--- config.mk ---
export PLATFORM = sky130hd
export DESIGN_NAME = alu4_serial16
export DESIGN_NICKNAME = d
export VERILOG_FILES = /design/src/rtl/alu4_pkg.sv /design/src/rtl/alu4_serial16.sv
export SDC_FILE = /design/constraint.sdc
export NUM_CORES = 1
export LEC_CHECK = 0
export CORE_AREA = 2 2 80 82
export DETAILED_ROUTE_END_ITERATION = 8
export DIE_AREA = 0 0 82 84
export PLACE_DENSITY = 0.74
export SYNTH_ARGS = -nofsm -noshare
export SYNTH_HDL_FRONTEND = slang
export SYNTH_SLANG_ARGS = --single-unit
export TNS_END_PERCENT = 100
--- constraint.sdc ---
create_clock -name clk -period 2.65 [get_ports clk]
set_clock_uncertainty 0.15 [all_clocks]
set_input_delay 0.53 -clock clk [delete_from_list [all_inputs] [get_ports clk]]
set_output_delay 0.53 -clock clk [all_outputs]
set_load 0.02 [all_outputs]
--- src/rtl/alu4_pkg.sv ---
// rtl/alu4_pkg.sv - shared types and constants for the nibble-serial ALU sequencer
package alu4_pkg;

    localparam int NIB_W = 4;

    typedef enum logic [1:0] {
        IDLE = 2'd0,
        RUN  = 2'd1,
        DONE = 2'd2
    } ser_state_t;

    localparam logic [1:0] OP_ADD = 2'b00;
    localparam logic [1:0] OP_SUB = 2'b01;
    localparam logic [1:0] OP_AND = 2'b10;
    localparam logic [1:0] OP_OR  = 2'b11;

endpackage

--- src/rtl/alu4_serial16.sv ---
// rtl/alu4_serial16.sv - nibble-serial operand sequencer around a 4-bit alu (optional zero flag: ALU4_SER_ZERO_FLAG_EN)
module alu4_serial16 import alu4_pkg::*; #(
    parameter int NIBBLES = 4
) (
    input  logic                     clk,
    input  logic                     rst,
    input  logic                     in_valid,
    output logic                     in_ready,
    input  logic [NIB_W*NIBBLES-1:0] in_a,
    input  logic [NIB_W*NIBBLES-1:0] in_b,
    input  logic [1:0]               in_op,
    input  logic                     in_cin,
    output logic [NIB_W-1:0]         alu_a,
    output logic [NIB_W-1:0]         alu_b,
    output logic [1:0]               alu_op,
    output logic                     alu_cin,
    input  logic [NIB_W-1:0]         alu_res,
    input  logic                     alu_cout,
    output logic                     out_valid,
    input  logic                     out_ready,
    output logic [NIB_W*NIBBLES-1:0] out_res,
    output logic                     out_cout,
    output logic                     out_zero
);

    localparam int W  = NIB_W * NIBBLES;
    localparam int IW = (NIBBLES > 1) ? $clog2(NIBBLES) : 1;
    localparam logic [IW-1:0] LAST = IW'(NIBBLES - 1);

    ser_state_t      state;
    logic [IW-1:0]   idx;
    logic [W-1:0]    a_r;
    logic [W-1:0]    b_r;
    logic [W-1:0]    res;
    logic [W-1:0]    res_next;
    logic [1:0]      op_r;
    logic            carry;
    logic            valid_r;
    logic            accept;

    // Ready when idle, or when the held result is being taken this cycle
    always_comb begin
        in_ready = (state == IDLE) || ((state == DONE) && out_ready);
        accept   = in_valid && in_ready;
    end

    // Drive the current operand nibbles to the alu only while running
    always_comb begin
        alu_a   = '0;
        alu_b   = '0;
        alu_op  = '0;
        alu_cin = 1'b0;
        if (state == RUN) begin
            alu_a   = a_r[NIB_W*idx +: NIB_W];
            alu_b   = b_r[NIB_W*idx +: NIB_W];
            alu_op  = op_r;
            alu_cin = carry;
        end
    end

    // Result word with the current alu nibble merged in at idx
    always_comb begin
        res_next = res;
        res_next[NIB_W*idx +: NIB_W] = alu_res;
    end

    // Sequencer: accept, step one nibble per cycle, hold result until taken
    always_ff @(posedge clk or posedge rst) begin
        if (rst) begin
            state   <= IDLE;
            idx     <= '0;
            a_r     <= '0;
            b_r     <= '0;
            op_r    <= '0;
            carry   <= 1'b0;
            res     <= '0;
            valid_r <= 1'b0;
        end else begin
            case (state)
                RUN: begin
                    res   <= res_next;
                    carry <= alu_cout;
                    if (idx == LAST) begin
                        idx     <= '0;
                        state   <= DONE;
                        valid_r <= 1'b1;
                    end else begin
                        idx <= idx + IW'(1);
                    end
                end
                default: begin
                    if ((state == DONE) && out_ready) begin
                        valid_r <= 1'b0;
                        state   <= IDLE;
                    end
                    // A request arriving with the handoff skips IDLE entirely
                    if (accept) begin
                        a_r   <= in_a;
                        b_r   <= in_b;
                        op_r  <= in_op;
                        carry <= in_cin;
                        idx   <= '0;
                        state <= RUN;
                    end
                end
            endcase
        end
    end

`ifdef ALU4_SER_ZERO_FLAG_EN
    logic zero_r;

    // Zero flag captured from the completed word as the block enters DONE
    always_ff @(posedge clk or posedge rst) begin
        if (rst) begin
            zero_r <= 1'b0;
        end else if ((state == RUN) && (idx == LAST)) begin
            zero_r <= (res_next == '0);
        end
    end

    assign out_zero = zero_r;
`else
    assign out_zero = 1'b0;
`endif

    assign out_valid = valid_r;
    assign out_res   = res;
    assign out_cout  = carry;

endmodule

Word level (Yosys, flattened, before mapping)
Index checks and enable logic that the tools add are counted.
- register bits: 56
- latch bits: 0
- RAM bits: 0
- ROM bits: 0
- word-level logic and storage cells: 46
- memories kept: 0
- add/sub/neg operators: 2
- $mul: 0
- divide/modulo/power cells: 0
- order comparisons: 0
- equality and inequality tests: 4
- shift operators: 4
- multiplexer cells: 17
- bitwise gates (word level): 1
- reductions and logical operators: 10
- operator list (operator ; count):
    4-bit negator with 34-bit output ; 1
    4-bit by 34-bit variable shift with 16-bit output (first input constant) ; 1
    4-bit by 34-bit variable part select with 16-bit output ; 1
    16-bit by 5-bit variable part select with 4-bit output ; 2
    16-bit bitwise mux ; 1
    2-bit 2-to-1 mux ; 8
    4-bit 2-to-1 mux ; 2
    1-bit 2-to-1 mux ; 6
    2-bit AND reduction ; 3
    2-bit == test (second input constant) ; 2
    2-bit nonzero test ; 2
    3-bit nonzero test ; 1
    2-bit by 1-bit adder with 2-bit output (second input constant) ; 1
    2-bit by 1-bit == test with 1-bit output (second input constant) ; 1
    1-bit logical AND ; 2
    2-bit zero test ; 1
    2-bit by 1-bit != test with 1-bit output (second input constant) ; 1
    1-bit logical OR ; 1
    1-bit inverter ; 1

Longest topological paths before layout
- depth after elaboration: 6
- gate-level depth with buffers: 6

Least setup slack after synthesis
Ideal clock, no wire load.
- path type: reg2out
- from: register idx[0]
- to: output alu_a[0]
- data arrival time: 1.322 ns
- data required time: 1.970 ns
- setup slack: 0.648 ns
- cell stages (with the launch flop): 4
- buffers on the path: 1
- path through: dfrtp_1 > clkbuf_8 > mux4_2 > and2_1
- word-level cells in the longest chain between the ends: 2
- RTL lines (element ; RTL line ; source):
    start: declaration ; alu4_serial16.sv:31 ; logic [IW-1:0] idx;
    start signal: assignment ; alu4_serial16.sv:88 ; idx <= idx + IW'(1);
    16-bit by 5-bit variable part select with 4-bit output ; alu4_serial16.sv:54 ; alu_a = a_r[NIB_W*idx +: NIB_W];
    4-bit 2-to-1 mux ; alu4_serial16.sv:53 ; if (state == RUN) begin
    end: declaration ; alu4_serial16.sv:13 ; output logic [NIB_W-1:0] alu_a,
Every way passes these cells.

Worst setup path after layout
- from: register idx[0]
- to: output alu_b[2]
- word-level cells in the longest chain between the ends: 2
- RTL lines (element ; RTL line ; source):
    16-bit by 5-bit variable part select with 4-bit output ; alu4_serial16.sv:55 ; alu_b = b_r[NIB_W*idx +: NIB_W];
    4-bit 2-to-1 mux ; alu4_serial16.sv:53 ;
    end: declaration ; alu4_serial16.sv:14 ; output logic [NIB_W-1:0] alu_b,
Every way passes these cells.

==> run metrics <==
status finished clean; core footprint 0.006096 sq mm; critical path launch point type flop; WP data arrival 1.87 ns; largest net degree at the start of global routing 39; antenna-violating nets left 0; final slew viol count 0; R2R Setup Slk 0.69 ns; port bufs 73; grt total ovfl 0; Hold Fails Final Rpt 0; Synth Instances 181; static leakage 1.552 nW; starting density of the core 43.12%; H-tree depth 2; Hold WS 0.3470 ns; fin crit share 96.33%; fmax 0.3917 GHz; Die Y 84 um; post-synth top area share 53.31%; WL met2 2388 um; Synthesized Nets 229; Final HPWL DP 3707 um; # setup viols final 0; vias in the first global route 1749; sequential fraction of the synthesis area 53.31%; WL met3 364 um; Root Driver clkbuf_8; synth warn 0; area added between synthesis and finish 35.84%; Post-synth ARST share 100.0%; Top Metal Used met4; Worst R2R Path Depth 6; Synth cell types 32; GRT Resource Usage Total 16.25%; worst r2r src idx[0]; GPL Wtd Cong 0.7341; unrepaired setup endpoints after global routing false; Setup CP Type reg -> out; CTS clock-pin slew for the worst setup and hold paths 0.10 ns; post-route setup TNS 0 ns; nets@finish 309; IR drop worst, VDD 0.5189 mV; worst-path cell chain buf_4 > mux4_2 > and2_1 > dlygate4sd2_1; ranking of synthesized cells by area dfrtp_1 53%, mux2_4 9.1%, mux2_2 7.7%; Synth area leader dfrtp_1; Boundary Pins 75; fill count 519; CP Capture Type primary output; Detailed Route Iter0 Violations 84; initial antenna violation count 0; CTS Buf Count 5; ANT cells 0; Hold WC Path Type reg -> reg; row cnt 29; Synth top cells by count 56 x dfrtp_1, 18 x mux2_2, 16 x mux2_4; first-pass GRT wire length 8487 um; Power Density 1141 mW/mm^2; TritonCTS clock tree done; Total Routed Length 5140 um; worst skew pair latency 0.30 ns; DR WL/cell 15.16 um; die width 82 um; hold-critical path depth 2; First-pass DRT Iterations 4; Tmin final 2.553 ns; required time of the critical path 1.97 ns; wire length on met1 2326 um; Post-synth EDFFs 0; maximum clock path buffer count 2; Max stage delay on crit path 0.50 ns; Crit Path Max Fanout 5; Main synth FF type dfrtp_1; DR vias 1709; Worst Setup SP idx[0]; most frequent cell after synthesis dfrtp_1; crit path max-delay cell type mux4_2; crit path capture alu_b[2]; DR vias/cell 5.041; DRC Markers 0; Mapped Area 0.002629 sq mm; Syn Area/Cell 14.52 sq um; Yosys reg bits 56; r2r endpoint out_res[9]; die area 0.006888 sq mm; clock sinks 56; share of post-route cells with drive strength above 1 23.28%; MaxCap Viol Count 0
==> cell families after synthesis <==
logic type	Yosys count	synth area share, %
other cells	1	0.1427
mux	42	23.99
simple gates	42	10.61
compound gates	23	6.473
flops	56	53.31
buf+inv	13	3.569
fa+ha+maj	4	1.904
==> worst min path at each step <==
stage / from / to / slack [ns]
final: out_res[3] / out_res[3] / 0.35
after global routing: out_res[8] / out_res[8] / 0.37
after CTS: out_res[2] / out_res[2] / 0.36
after detailed placement: out_res[2] / out_res[2] / 0.33
after global placement: out_res[0] / out_res[0] / 0.32
after floorplan: b_r[7] / b_r[7] / 0.32
==> power by group <==
part,internal [mW],total (mW),switching (mW)
Clock,0.214,0.474,0.260
Sequential,1.24,1.44,0.201
Combinational,1.19,2.16,0.969
Total,2.65,4.08,1.43
==> placed cells by master, fill, tap and decap left out <==
cell,netlist,routed
dlygate4sd2_1,0,8
nor4b_2,1,1
clkbuf_1,2,2
nand2b_1,3,3
nor2_1,4,4
nand2_1,14,14
mux4_1,2,2
o211ai_1,1,1
ha_1,4,4
or3_1,1,1
conb_1,1,1
clkdlybuf4s50_1,0,64
nand3b_1,2,2
nor3b_4,0,1
and2b_1,1,1
a21o_1,1,1
a22o_1,12,12
mux4_2,6,6
dlymetal6s2s_1,0,1
buf_4,2,6
clkbuf_8,1,6
nor4_4,2,2
mux2_4,16,16
inv_2,0,1
inv_1,4,3
a21oi_1,1,1
mux2_2,18,18
o31ai_1,2,2
o21ai_0,6,6
dfrtp_1,56,56
and2_1,11,11
or4bb_1,1,1
nor2b_4,1,1
buf_12,0,3
==> critical path: cells and delay by family, from the launching register on <==
family / cells / cell delay, ns
buffers and inverters: 2 / 0.51
flip-flops: 1 / 0.39
multiplexers: 1 / 0.50
AND/OR/NAND/NOR: 1 / 0.17
==> per-stage QoR <==
step / total power, mW / setup WS [ns] / utilization (%) / cell area (sq um) / instances
5_1_grt: 4.365 / 0.0008415 / 58.58 / 3571 / 339
3_5_place_dp: 3.712 / 0.1107 / 57.23 / 3488 / 331
3_3_place_gp: 3.672 / 0.1281 / 57.23 / 3488 / 331
4_1_cts: 4.123 / 0.04555 / 58.54 / 3568 / 339
6_report: 4.076 / 0.09727 / 58.58 / 3571 / 339
2_1_floorplan: 2.894 / 0.5987 / - / 2629 / 181
==> registers in the layout, indices dropped and copies added, names as in the netlist <==
register / cells
a_r: 16
b_r: 16
out_res: 16
idx: 2
op_r: 2
state: 2
out_cout: 1
out_valid: 1
==> area by class of cell <==
class	count	area, sq um	share of cell area, %
inverter	4	15.01	0.4205
tap	77	96.34	2.698
timing repair buffer	82	828.3	23.20
multi-input combinational	112	1140	31.92
clock buffer	8	90.09	2.523
sequential	56	1401	39.24
==> routing by layer <==
layer / GRT usage [%] / vias to the layer above
met5: 0 / -
met4: 5.000 / 0
met3: 4.545 / 6
met2: 25.42 / 57
met1: 21.82 / 843
li1: - / 803
==> repair_timing <==
item / CTS / global route
hold buffers: 0 / 0
endpoints found under the setup margin: 8 / 1
hold endpoints to repair: 0 / 0
buffers inserted: 0 / 0
gates resized for setup: 8 / 1
Note: power is estimated with default switching activity, not from simulation.
